**config.mk**
```make
export PLATFORM = sky130hd
export DESIGN_NAME = fetch
export DESIGN_NICKNAME = d
export VERILOG_FILES = /design/src/rtl/fetch.sv
export SDC_FILE = /design/constraint.sdc
export NUM_CORES = 1
export LEC_CHECK = 0
export ABC_AREA = 1
export BUFFER_PORTS_ARGS = -buffer_cell sky130_fd_sc_hd__buf_2
export CAP_MARGIN = 20
export CELL_PAD_IN_SITES_DETAIL_PLACEMENT = 0
export CELL_PAD_IN_SITES_GLOBAL_PLACEMENT = 1
export CORE_MARGIN = 2
export CORE_UTILIZATION = 37
export CTS_CLUSTER_DIAMETER = 200
export DETAILED_ROUTE_END_ITERATION = 8
export PLACE_DENSITY_LB_ADDON = 0.15
export SLEW_MARGIN = 20
export SYNTH_ARGS = -nofsm -noshare
export SYNTH_HDL_FRONTEND = slang
export SYNTH_SLANG_ARGS = --single-unit
```
**constraint.sdc**
```tcl
create_clock -name clk -period 1.9 [get_ports clk]
set_input_delay 0.285 -clock clk [delete_from_list [all_inputs] [get_ports clk]]
set_output_delay 0.285 -clock clk [all_outputs]
set_load 0.01 [all_outputs]
```
**src/rtl/fetch.sv**
```systemverilog
// Instruction fetch: credit-limited requests, in-order responses into a DEPTH-entry buffer, redirect flush with stale drop.
// Response to instr_valid is one registered cycle; requests stall when in-flight plus buffered reaches DEPTH.
module fetch #(
    parameter logic [31:0] RESET_PC = 32'h0000_0000,
    parameter int          DEPTH    = 2
) (
    input  logic        clk,
    input  logic        rst_n,
    output logic        imem_req_valid,
    output logic [31:0] imem_req_addr,
    input  logic        imem_req_ready,
    input  logic        imem_rsp_valid,
    input  logic [31:0] imem_rsp_data,
    input  logic        redirect_valid,
    input  logic [31:0] redirect_pc,
    output logic        instr_valid,
    output logic [31:0] instr,
    output logic [31:0] instr_pc,
    input  logic        instr_ready
);
    localparam int CW = $clog2(DEPTH + 1);
    localparam int PW = (DEPTH > 1) ? $clog2(DEPTH) : 1;

    typedef enum logic [1:0] {BOOT, FETCH, FLUSH} state_t;
    typedef struct packed {
        logic [31:0] pc;
        logic [31:0] dat;
    } entry_t;

    state_t        r_state;
    logic [31:0]   r_pc;
    logic [31:0]   r_rsp_pc;
    logic [CW-1:0] r_out;
    logic [CW-1:0] r_drop;
    logic [CW-1:0] r_cnt;
    logic [PW-1:0] r_wr_ptr;
    logic [PW-1:0] r_rd_ptr;
    entry_t        r_buf [DEPTH];

    logic          w_fire;
    logic          w_rsp;
    logic          w_push;
    logic          w_pop;
    logic          w_credit;
    logic [CW:0]   w_inflight;
    logic [CW-1:0] w_out_rsp;
    logic [31:0]   w_redir_pc;

    assign w_inflight = {1'b0, r_out} + {1'b0, r_cnt};
    assign w_credit   = w_inflight < (CW+1)'(DEPTH);
    assign w_redir_pc = redirect_pc & 32'hFFFF_FFFC;

    assign imem_req_valid = (r_state == FETCH) && !redirect_valid && w_credit;
    assign imem_req_addr  = r_pc;
    assign w_fire         = imem_req_valid && imem_req_ready;

    // A response with nothing in flight belongs to a request abandoned by reset.
    assign w_rsp     = imem_rsp_valid && (r_out != '0);
    assign w_push    = w_rsp && (r_state == FETCH) && !redirect_valid;
    assign w_out_rsp = r_out - CW'(w_rsp);

    assign instr_valid = (r_cnt != '0);
    assign instr       = r_buf[r_rd_ptr].dat;
    assign instr_pc    = r_buf[r_rd_ptr].pc;
    assign w_pop       = instr_valid && instr_ready;

    always_ff @(posedge clk or negedge rst_n) begin
        if (!rst_n) begin
            r_state  <= BOOT;
            r_pc     <= {RESET_PC[31:2], 2'b00};
            r_rsp_pc <= {RESET_PC[31:2], 2'b00};
            r_out    <= '0;
            r_drop   <= '0;
            r_cnt    <= '0;
            r_wr_ptr <= '0;
            r_rd_ptr <= '0;
            for (int i = 0; i < DEPTH; i++) r_buf[i] <= '0;
        end else begin
            r_out <= w_out_rsp + CW'(w_fire);

            case (r_state)
                BOOT: r_state <= FETCH;
                FETCH, FLUSH: begin
                    if (redirect_valid)
                        r_state <= (w_out_rsp != '0) ? FLUSH : FETCH;
                    else if (r_state == FLUSH && w_rsp && r_drop == CW'(1))
                        r_state <= FETCH;
                end
                default: r_state <= BOOT;
            endcase

            // Everything still in flight at a redirect is stale, including during FLUSH.
            if (redirect_valid)
                r_drop <= w_out_rsp;
            else if (r_state == FLUSH && w_rsp)
                r_drop <= r_drop - CW'(1);

            if (redirect_valid) begin
                r_pc     <= w_redir_pc;
                r_rsp_pc <= w_redir_pc;
            end else begin
                if (w_fire) r_pc     <= r_pc + 32'd4;
                if (w_push) r_rsp_pc <= r_rsp_pc + 32'd4;
            end

            if (redirect_valid) begin
                r_cnt    <= '0;
                r_wr_ptr <= '0;
                r_rd_ptr <= '0;
            end else begin
                if (w_push) begin
                    r_buf[r_wr_ptr] <= '{pc: r_rsp_pc, dat: imem_rsp_data};
                    r_wr_ptr <= (r_wr_ptr == PW'(DEPTH - 1)) ? '0 : r_wr_ptr + PW'(1);
                end
                if (w_pop)
                    r_rd_ptr <= (r_rd_ptr == PW'(DEPTH - 1)) ? '0 : r_rd_ptr + PW'(1);
                if (w_push && !w_pop)
                    r_cnt <= r_cnt + CW'(1);
                else if (!w_push && w_pop)
                    r_cnt <= r_cnt - CW'(1);
            end
        end
    end
endmodule
```
### Yosys cells after proc, flatten, opt, wreduce, memory -nomap -nowiden

Index checks and enable logic that the tools add are counted.

* register bits after elaboration: 202
* input port bits: 70
* output and inout bits: 98
* word-level logic and storage cells: 84

* add/subtract/negate cells: 10
* magnitude comparators: 4
* equality and inequality tests: 4
* mux-type cells: 25
* bitwise operators: 3
* reductions and logical operators: 26

Operator list (count)
* 2-to-1 mux 64 bit: 4
* bitwise mux 128 bit: 1
* 2-to-1 mux 32 bit: 4
* adder 32 x 3 -> 32 bit (second input constant): 2
* demux 64 bit (select 1 bit): 1
* 2-to-1 mux 2 bit: 8
* nonzero test 2 bit: 7
* logical AND 1 bit: 12
* 2-to-1 mux 1 bit: 6
* == test 2 x 1 -> 1 bit (second input constant): 2
* greater-or-equal comparator 2 bit (second input constant): 2
* inverter 1 -> 2 bit: 2
* case mux 2 bit (2 select lines): 1
* subtractor 2 x 1 -> 2 bit (second input constant): 2
* adder 2 x 2 -> 3 bit: 1
* zero test 1 bit: 3
* < comparator 3 x 2 -> 1 bit (second input constant): 1
* inequality test 3 bit (second input constant): 1
* nonzero test 3 bit: 1
* adder 1 bit (second input constant): 2
* adder 2 x 1 -> 2 bit: 1
* adder 2 x 1 -> 2 bit (second input constant): 1
* == test 2 bit (second input constant): 1
* zero test 2 bit: 1
* other kinds (5): 5

### Longest topological paths before layout

Gate-level depths: netlist of the first run.

* depth in word-level cells: 9
* mapped depth: 11

### Least setup slack after synthesis of the first run

OpenSTA, ideal clock, no wires.

* path kind: flip-flop to flip-flop
* from: register r_cnt[0]
* to: register r_out[1]
* setup time: 0.131 ns
* data arrival time: 1.803 ns
* path slack: -0.034 ns
* cell stages (with the launch flop): 10
* path buffers: 1
* clock period less this slack: 1.934 ns
* cells stage by stage: dfrtp_1 nand2_1 inv_1 fa_1 inv_1 nand4_4 inv_1 buf_2 ha_1 xor2_1

* longest elaborated chain between the ends: 5

RTL lines
* from (decl): RTL line 35 `logic [CW-1:0] r_cnt;`
* from (signal assigned): RTL line 118 `r_cnt <= r_cnt + CW'(1);`
* from (signal assigned): RTL line 120 `r_cnt <= r_cnt - CW'(1);`
* adder 2 x 2 -> 3 bit: RTL line 49 `assign w_inflight = {1'b0, r_out} + {1'b0, r_cnt};`
* < comparator 3 x 2 -> 1 bit: RTL line 50 `assign w_credit = w_inflight < (CW+1)'(DEPTH);`
* logical AND 1 bit: RTL line 53 `assign imem_req_valid = (r_state == FETCH) && !redirect_valid && w_credit;`
* logical AND 1 bit: RTL line 55 `assign w_fire = imem_req_valid && imem_req_ready;`
* adder 2 x 1 -> 2 bit: RTL line 79 `r_out <= w_out_rsp + CW'(w_fire);`
* to (signal assigned): RTL line 79
* to (decl): RTL line 33 `logic [CW-1:0] r_out;`

No other way between the ends.
A chain may end at the register's enable or synchronous reset.

### Final worst setup path of the first run

* from: register r_cnt[0]
* to: output imem_req_valid

* longest elaborated chain between the ends: 3

RTL lines
* adder 2 x 2 -> 3 bit: RTL line 49
* < comparator 3 x 2 -> 1 bit: RTL line 50
* logical AND 1 bit: RTL line 53
* to (decl): RTL line 9 `output logic imem_req_valid,`

No other way between the ends.

==> run_results.csv, run 1 <==
group,metric,value,unit
run_status,status,"finished, violations left",
layout,layout_commonest_cell,"nand2_1",
setup_path,regToRegSetupSlack,-0.08,ns
setup_path,critPathKind,"flip-flop to output pin",
sta,tightest_slew,0.544,ns
logic_synthesis,yosysWarnings,0,
layout,nNetsFinal,1629,
power_and_ir_drop,switching_share,39.6,%
detailed_routing,antenna_left,0,
logic_synthesis,async_flop_share,100,%
clocking,clock_latency,0.45,ns
run_status,violations,"negative setup slack",
detailed_routing,vias,9176,
setup_path,cp.arrival,1.71,ns
detailed_routing,drc_errors,0,
floorplan,chipHeight,170,um
layout,antenna_cells,0,
power_and_ir_drop,power_density,1350,nW/um^2
global_route,grt_max_degree,61,
power_and_ir_drop,power,16.8,mW
place,gp_congestion,0.877,
logic_synthesis,synth.distinct_cells,40,
setup_path,endpoint_kind,"output pin",
power_and_ir_drop,p_clk_share,22.2,%
place,dp_hpwl,20600,um
detailed_routing,wire_per_inst,15.1,um
sta,hold_violations,0,
setup_path,slowest_delay,0.38,ns
setup_path,crit_chain,"nand2_1 > inv_2 > fa_2 > nor2_4 > buf_6 > nand3_2 > inv_2 > buf_6",
sta,slew_headroom,63.7,%
clocking,clk_pin_slew,0.09,ns
sta,slew_viol_final,0,
global_route,grt_pass1_vias,8732,
logic_synthesis,syn_inst,1366,
setup_path,critPathLaunch,"r_cnt[0]",
detailed_routing,top_layer,"met4",
power_and_ir_drop,ir_drop,599,uV
layout,fillers,2778,
detailed_routing,wl_met3,1300,um
sta,holdWs,0.0893,ns
global_route,grtUsageTotal,20.3,%
clocking,cts.sinks,194,
floorplan,die-area,28900,sq um
worst_hold_path,hp-start,"imem_rsp_data[26]",
logic_synthesis,postSynthAreaPerCell,7.46,sq um
setup_path,critical_path.reg2reg.startpoint,"r_cnt[0]",
detailed_routing,vias_per_cell,4.82,
setup_path,cp_slowest_cell,"dfrtp_1",
logic_synthesis,ys_ff_latch,194,
layout,area_delta_synth_final,21.9,%
logic_synthesis,synthFlopType,"dfrtp_1",
clocking,cts_max_level,4,
global_route,grt-ovfl-total,0,
worst_hold_path,hold_path_class,"input port to flip-flop",
setup_path,crit_buf_inv,4,
global_route,antenna_found_initial,0,
floorplan,initial_core_util,37.7,%
sta,rsz0062_at_grt,"true",
power_and_ir_drop,p_sw,6.64,mW
run,cap_violations,0,
power_and_ir_drop,power_leakage,6.42,nW
floorplan,io_pins,168,
layout,stdcell_area,12400,sq um
sta,finalSetupViolations,25,
sta,finClkSkew,0.0136,ns
clocking,tritoncts,"built",
power_and_ir_drop,pwr-share-comb,37.5,%
detailed_routing,wirelength,28700,um
setup_path,start_kind,"flip-flop",
detailed_routing,wl_met1,14100,um
sta,max_freq,0.502,GHz
sta,layout_min_cycle_time,1.99,ns
floorplan,chipWidth,170,um
sta,fin_crit_sh,105,%
floorplan,rows,60,
sta,fin_ws,-0.0902,ns
setup_path,cp_top_family,"flip-flops",
setup_path,crit_required,1.62,ns
layout,layout_common_cells,"534 x nand2_1, 193 x dfrtp_1, 159 x buf_2, 123 x inv_1, 122 x o21ai_1",
power_and_ir_drop,intPower,10.1,mW
detailed_routing,first_pass_iters,5,
floorplan,core_area,27000,sq um
detailed_routing,drtIter0Drc,661,
logic_synthesis,syn-cell-area,10200,sq um
setup_path,worstPathMaxFanout,2,
logic_synthesis,yosysSeqAreaShare,47.6,%
place,place_area,11600,sq um
clocking,root_buffer,"clkbuf_16",
global_route,grt_pass1_wl,46300,um
layout,area.sequential,4860,sq um
clocking,cts_buffer_depth,2,
place,port_buffers,161,
layout,multi_input_area,4550,sq um
logic_synthesis,synth_edf_count,0,
power_and_ir_drop,p_seq_share,40.3,%
detailed_routing,wl_met2,13000,um
clocking,cts_inserted_buffers,17,
layout,drive_gt1_share,18.5,%
worst min-delay path: cells and delay by family:
family                 cells  cell delay [ns]
AOI/OAI and AO/OA          1             0.06
buffers and inverters      2             0.15
Yosys cell counts, drive strengths merged, types with 7 or more instances:
master,number,area [sq um]
nand3,71,355
buf,41,282
xor2,18,158
inv,134,505
o21ai,163,846
nand4,16,115
clkbuf,17,63.8
o211ai,16,120
nand2,540,2060
nor2,97,420
nor3,7,35.0
dfrtp,194,4850
ha,9,113
a21oi,24,120
final timing paths:
kind                                     end  depth (start not counted)
max                           imem_req_valid                          8
min                                r_buf[26]                          3
max reg2reg                imem_req_addr[26]                         11
min reg2reg                        r_buf[95]                          2
max in group asynchronous          r_buf[70]                          3
min in group asynchronous          r_buf[28]                          2
repair_timing:
action,4_1_cts,5_1_grt
hold buffers,1,0
hold endpoints to repair,52,0
gates cloned,1,1
endpoints found under the setup margin,10,180
gates resized for setup,21,13
pin swaps,3,8
buffers inserted,7,1
logic make-up (layout without fill, tap and decap cells):
family	after synthesis	in the layout	share of synthesized area (%)
AND/OR/NAND/NOR	735	735	29.5
adder cells (fa/ha/maj)	10	10	1.30
AO/OA/AOI/OAI	216	216	11.6
flip-flops	194	194	47.6
XOR/XNOR	18	18	1.55
other	1	4	0.0368
buffers and inverters	192	385	8.35
cell type report:
cell class / count / share of cell area (%)
tap: 341 / 3.44
multi-input combinational: 983 / 36.6
timing repair inverter: 1 / 0.0504
timing repair buffer: 218 / 11.6
sequential: 194 / 39.1
clock inverter: 14 / 1.45
clock buffer: 18 / 3.54
inverter: 134 / 4.17
per-layer routing:
layer	track usage (%)	up-vias
met5	0	-
met4	4.50	0
met3	3.60	20
met2	32.2	215
met1	28.9	4236
li1	-	4705
registers in the layout, indices dropped and copies added (netlist names):
register       cells
r_wr_ptr           1
imem_req_addr     30
r_out              2
r_rsp_pc          30
r_buf            124
r_cnt              2
r_drop             2
r_state            2
r_rd_ptr           1
power by group through the flow:
| stage | sequential (mW) | combinational [mW] | clock, mW |
|---|---|---|---|
| after floorplan | 6.64 | 3.88 | 0 |
| after global placement | 6.78 | 5.96 | 0 |
| after detailed placement | 6.80 | 6.06 | 0 |
| after CTS | 6.73 | 6.26 | 3.82 |
| after global routing | 6.97 | 7.20 | 3.98 |
| final | 6.75 | 6.28 | 3.72 |
stage by stage:
stage                     setup WS (ns)  instances  setup TNS [ns]  utilization, %
after floorplan                 0.00637       1369               0               -
final                           -0.0902       1903           -1.09            46.0
after global routing             -0.228       1903           -5.15            46.0
after global placement           0.0139       1860               0            42.9
after detailed placement        -0.0217       1860         -0.0500            42.9
after CTS                        -0.135       1901          -0.656            45.7
No activity file was read; power rests on OpenSTA's default activity.
==> run 2: changes to the inputs <==
- RECOVER_POWER: default -> 25
==> run_results.csv, run 2 (synthesized netlist as in run 1, its figures left out) <==
group,metric,value,unit
run_status,status,"finished, violations left",
run_status,violations,"negative setup slack",
sta,max_freq,0.502,GHz
power_and_ir_drop,pwr-share-comb,37.4,%
global_route,grt_max_degree,61,
detailed_routing,wirelength,28700,um
detailed_routing,drtIter0Drc,637,
sta,layout_min_cycle_time,1.99,ns
setup_path,crit_end,"imem_req_valid",
global_route,antenna_found_initial,0,
floorplan,io_pins,168,
global_route,met2_usage,32.2,%
floorplan,initial_core_util,37.7,%
detailed_routing,antenna_left,0,
power_and_ir_drop,power_leakage,6.39,nW
sta,fin_crit_sh,105,%
setup_path,critPathKind,"flip-flop to output pin",
layout,stdcell_count,1903,
power_and_ir_drop,ir_drop,601,uV
floorplan,core_area,27000,sq um
global_route,grt_busiest_layer,"met2",
place,place_ws,-0.0217,ns
clocking,clock_latency,0.45,ns
power_and_ir_drop,intPower,10.1,mW
detailed_routing,vias,9173,
clocking,tritoncts,"built",
power_and_ir_drop,p_sw,6.64,mW
global_route,use_met1,28.9,%
detailed_routing,wire_per_inst,15.1,um
sta,setup_tns,-1.06,ns
detailed_routing,vias_per_cell,4.82,
power_and_ir_drop,power_density,1350,nW/um^2
setup_path,cp.arrival,1.71,ns
global_route,grt-ovfl-total,0,
setup_path,crit_required,1.62,ns
floorplan,rows,60,
floorplan,die-area,28900,sq um
clocking,cts.sinks,194,
sta,slew_viol_final,0,
layout,largest-register,"r_buf",
global_route,gr-usage-met3,3.60,%
layout,drive_gt1_share,18.4,%
clocking,root_buffer,"clkbuf_16",
layout,nNetsFinal,1629,
place,place_area,11600,sq um
layout,area_delta_synth_final,21.4,%
sta,finalSetupViolations,25,
global_route,grtUsageTotal,20.3,%
power_and_ir_drop,p_clk_share,22.3,%
sta,hold_violations,0,
power_and_ir_drop,p_seq_share,40.3,%
global_route,grt_pass1_vias,8732,
setup_path,critical_path.reg2reg.startpoint,"r_cnt[0]",
setup_path,start_kind,"flip-flop",
layout,antenna_cells,0,
sta,fin_ws,-0.0905,ns
place,gp_congestion,0.877,
setup_path,regToRegSetupSlack,-0.07,ns
sta,finClkSkew,0.0131,ns
clocking,cts_max_level,4,
place,dp_hpwl,20600,um
floorplan,chipHeight,170,um
setup_path,critPathLaunch,"r_cnt[0]",
setup_path,worstPathMaxFanout,2,
sta,rsz0062_at_grt,"true",
global_route,grt_pass1_wl,46300,um
run,cap_violations,0,
setup_path,r2r_cells,11,
place,placed_cells,1860,
sta,tightest_slew,0.861,ns
place,port_buffers,161,
detailed_routing,first_pass_iters,5,
power_and_ir_drop,switching_share,39.7,%
worst_hold_path,hold_path_class,"input port to flip-flop",
layout,layout_commonest_cell,"nand2_1",
layout,largest_reg_flops,124,
detailed_routing,drc_errors,0,
floorplan,chipWidth,170,um
clocking,cts_inserted_buffers,17,
sta,slew_headroom,42.6,%
setup_path,endpoint_kind,"output pin",
layout,stdcell_area,12400,sq um
clocking,cts_buffer_depth,2,
power_and_ir_drop,power,16.7,mW
clocking,clk_pin_slew,0.09,ns
setup_path,regToRegEndpoint,"imem_req_addr[26]",
layout,layout_common_cells,"534 x nand2_1, 193 x dfrtp_1, 160 x buf_2, 123 x inv_1, 122 x o21ai_1",
sta,holdWs,0.0883,ns
layout,post-route-util,45.8,%
layout,fillers,2785,
==> run 2: cell types whose count changed in the layout (fill, tap and decap cells not counted) <==
| cell | change |
|---|---|
| buf_2 | +1 |
| buf_12 | -3 |
| buf_4 | -1 |
| clkbuf_8 | -1 |
| clkbuf_4 | +3 |
| clkbuf_1 | +1 |
==> run 2: power by group through the flow <==
stage,Sequential [mW],Clock [mW],Combinational [mW]
2_1_floorplan,6.64,0,3.88
3_3_place_gp,6.78,0,5.96
3_5_place_dp,6.80,0,6.06
4_1_cts,6.73,3.82,6.26
5_1_grt,6.97,3.98,7.18
6_report,6.75,3.73,6.26
==> run 2: area by class of cell <==
| class | instances | area [sq um] | area share [%] |
|---|---|---|---|
| flip-flops and latches | 194 | 4860 | 39.3 |
| multi-input cells | 983 | 4550 | 36.8 |
| repair buffers | 218 | 1400 | 11.3 |
| inverters | 134 | 518 | 4.19 |
| clock buffers | 18 | 439 | 3.55 |
| well taps | 341 | 427 | 3.45 |
| clock inverters | 14 | 180 | 1.46 |
| repair inverters | 1 | 6.26 | 0.0506 |
==> run 2: how the worst min path moves through the flow <==
stage | cells after the start | to | start | slack [ns]
final | 3 | r_buf[26] | imem_rsp_data[26] | 0.09
after global routing | 3 | r_buf[92] | imem_rsp_data[28] | 0.09
after CTS | 3 | imem_req_addr[17] | redirect_pc[17] | 0.08
after detailed placement | 1 | r_buf[28] | rst_n | 0.32
after global placement | 1 | r_buf[28] | rst_n | 0.33
after floorplan | 0 | imem_req_addr[10] | rst_n | -0.01
==> run 2: repair_timing <==
item	CTS	global route
hold buffers	1	0
setup buffers	7	1
endpoints found under the setup margin	10	180
pin swaps	3	8
resized for setup	21	13
hold endpoints to repair	52	0
gates cloned	1	1
==> run 2: critical path, cell delays in order (launching register included) <==
cell     delay (ns)
dfrtp_1        0.38
nand2_1        0.08
inv_2          0.04
fa_2           0.35
nor2_4         0.13
buf_6          0.10
nand3_2        0.05
inv_2          0.05
buf_6          0.09
==> run 2: per-layer routing <==
| metal | vias up | wire length [um] |
|---|---|---|
| met5 | - | 0 |
| met4 | 0 | 334 |
| met3 | 21 | 1300 |
| met2 | 222 | 13000 |
| met1 | 4224 | 14100 |
| li1 | 4706 | - |
==> run 3: changes to the inputs <==
- ABC_AREA: 1 -> default
- CORE_ASPECT_RATIO: default -> 0.8
==> run_results.csv, run 3 <==
group,metric,value,unit
setup_path,start_kind,"flip-flop",
logic_synthesis,syn-cell-area,9410,sq um
logic_synthesis,synthTopCellsByCount,"206 x mux2_2, 194 x dfrtp_1, 35 x nand2_1",
sta,hold_violations,0,
sta,tightest_slew,1.15,ns
global_route,grtUsageTotal,19.5,%
sta,slew_headroom,23.6,%
layout,area_delta_synth_final,43.3,%
logic_synthesis,yosysWarnings,0,
run_status,violations,"negative setup slack",
run_status,status,"finished, violations left",
power_and_ir_drop,ir_drop,696,uV
global_route,antenna_found_initial,0,
setup_path,endpoint_kind,"flip-flop",
detailed_routing,vias_per_cell,5.02,
power_and_ir_drop,intPower,12.1,mW
clocking,cts_inserted_buffers,17,
detailed_routing,antenna_left,0,
logic_synthesis,synthFlopType,"dfrtp_1",
detailed_routing,drtIter0Drc,370,
worst_hold_path,hold_path_class,"input port to flip-flop",
place,port_buffers,161,
clocking,cts.sinks,194,
clocking,clock_latency,0.44,ns
detailed_routing,drc_errors,0,
sta,max_freq,0.420,GHz
layout,nNetsFinal,1117,
logic_synthesis,synth_area_leaders,"dfrtp_1 52%, mux2_2 25%, xnor2_1 2.6%",
logic_synthesis,syn_inst,745,
setup_path,worstPathMaxFanout,5,
detailed_routing,wl_met2,11700,um
power_and_ir_drop,p_clk_share,21.5,%
layout,stdcell_count,1374,
logic_synthesis,postSynthAreaPerCell,12.6,sq um
floorplan,chipWidth,182,um
detailed_routing,wl_met3,741,um
logic_synthesis,ys_ff_latch,194,
layout,largest-register,"r_buf",
clocking,cts_buffer_depth,2,
sta,fin_ws,-0.478,ns
logic_synthesis,synth.most_common_cell,"mux2_2",
layout,largest_reg_flops,124,
power_and_ir_drop,p_seq_share,36.1,%
detailed_routing,top_layer,"met4",
layout,antenna_cells,0,
layout,layout_commonest_cell,"dfrtp_1",
logic_synthesis,yosysSeqAreaShare,51.6,%
global_route,grt_pass1_wl,40000,um
layout,fillers,2224,
sta,finalSetupViolations,94,
logic_synthesis,async_flop_share,100,%
run,cap_violations,0,
detailed_routing,wl_met1,12700,um
logic_synthesis,synth_top_area_share,51.6,%
setup_path,regToRegSetupSlack,-0.48,ns
sta,slew_viol_final,0,
power_and_ir_drop,power_density,1290,nW/um^2
global_route,grt_max_degree,55,
floorplan,initial_core_util,37.5,%
floorplan,rows,52,
power_and_ir_drop,power_leakage,6.15,nW
sta,rsz0062_at_grt,"true",
power_and_ir_drop,p_sw,5.29,mW
setup_path,crit_required,2.22,ns
setup_path,critPathKind,"flip-flop to flip-flop",
power_and_ir_drop,pwr-share-comb,42.3,%
detailed_routing,wirelength,25500,um
place,dp_hpwl,17500,um
layout,drive_gt1_share,57.4,%
floorplan,chipHeight,147,um
floorplan,core_area,25100,sq um
detailed_routing,vias,6899,
place,placed_cells,1303,
setup_path,cp.arrival,2.70,ns
sta,fin_crit_sh,125,%
clocking,root_buffer,"clkbuf_16",
floorplan,io_pins,168,
clocking,clk_pin_slew,0.08,ns
logic_synthesis,yosys.area.top_type,"dfrtp_1",
power_and_ir_drop,switching_share,30.4,%
logic_synthesis,synth_edf_count,0,
logic_synthesis,synth.distinct_cells,57,
sta,finClkSkew,0.0112,ns
clocking,cts_max_level,4,
detailed_routing,first_pass_iters,4,
detailed_routing,wire_per_inst,18.6,um
floorplan,die-area,26700,sq um
sta,layout_min_cycle_time,2.38,ns
place,gp_congestion,0.824,
global_route,grt_pass1_vias,7111,
layout,layout_common_cells,"193 x dfrtp_1, 169 x mux2_2, 103 x buf_2, 87 x buf_4, 78 x buf_6",
layout,post-route-util,53.7,%
global_route,grt-ovfl-total,0,
clocking,tritoncts,"built",
## run 3: cell count changes in the layout (fill, tap and decap cells not counted), moves of 52 or more
| cell | previous run | this run |
|---|---|---|
| buf_2 | 160 | 103 |
| buf_4 | 35 | 87 |
| buf_6 | 8 | 78 |
| inv_1 | 123 | 10 |
| mux2_2 | 0 | 169 |
| nand2_1 | 534 | 27 |
| nor2_1 | 90 | 21 |
| o21ai_1 | 122 | 4 |
## run 3: cell families after synthesis
| logic type | count (synthesis) | synth area share (%) |
|---|---|---|
| XOR/XNOR | 51 | 4.75 |
| flip-flops | 194 | 51.6 |
| buffers and inverters | 48 | 2.39 |
| other | 1 | 0.0399 |
| AO/OA/AOI/OAI | 59 | 4.31 |
| AND/OR/NAND/NOR | 174 | 10.6 |
| multiplexers | 208 | 24.9 |
| adder cells (fa/ha/maj) | 10 | 1.41 |
## run 3: cell type report
| type | count | area [sq um] | share of cell area [%] |
|---|---|---|---|
| clock buffer | 19 | 443 | 3.28 |
| tap | 324 | 405 | 3.01 |
| clock inverter | 13 | 160 | 1.19 |
| timing repair buffer | 304 | 2760 | 20.5 |
| inverter | 13 | 56.3 | 0.418 |
| sequential | 194 | 4860 | 36.0 |
| multi-input combinational | 507 | 4800 | 35.6 |
## run 3: path summary, 6_finish.rpt
check	startpoint	end	depth (start not counted)
min reg2reg	r_buf[125]	r_buf[125]	1
max reg2reg	r_cnt[0]	imem_req_addr[12]	8
min in group asynchronous	rst_n	imem_req_addr[6]	2
max	r_cnt[0]	imem_req_addr[12]	8
min	imem_rsp_data[19]	r_buf[19]	2
max in group asynchronous	rst_n	r_buf[7]	3
## run 3: routing by layer
metal  global-route usage (%)  up-vias
li1                         -     3266
met1                     28.6     3493
met2                     30.1      113
met3                     3.44       27
met4                     4.48        0
met5                        0        -
## run 3: what timing repair did
action	CTS	global route
setup buffers	20	14
hold buffers	1	0
pin swaps	20	29
gates resized for setup	140	69
setup endpoints to repair	230	140
cloned	7	2
endpoints found under the hold margin	37	0
## run 3: worst max-delay path: stages, from the launching register on
cell and delay [ns]:
dfrtp_1 0.38, and2_4 0.16, fa_1 0.48, nor4b_4 0.31, buf_4 0.18, and3_4 0.25
and3_4 0.19, xor2_1 0.06, mux2_4 0.25
## run 3: power groups by stage
stage	Sequential, mW	Clock, mW	Combinational (mW)
final	6.29	3.75	7.38
after global routing	6.49	4.04	7.91
after CTS	6.27	3.86	7.13
after detailed placement	6.32	0	5.60
after global placement	6.29	0	5.54
after floorplan	6.24	0	3.36
## run 3: per-stage QoR
stage / hold slack [ns] / instance area, sq um / power, mW / setup WS [ns] / TNS [ns]
5_1_grt: 0.0734 / 13500 / 18.4 / -0.574 / -28.34
2_1_floorplan: -0.0106 / 9470 / 9.59 / -0.527 / -11.21
6_report: 0.0931 / 13500 / 17.4 / -0.478 / -19.70
3_3_place_gp: 0.249 / 11500 / 11.8 / -0.453 / -21.62
4_1_cts: 0.0693 / 13200 / 17.2 / -0.487 / -22.42
3_5_place_dp: 0.248 / 11500 / 11.9 / -0.479 / -21.21
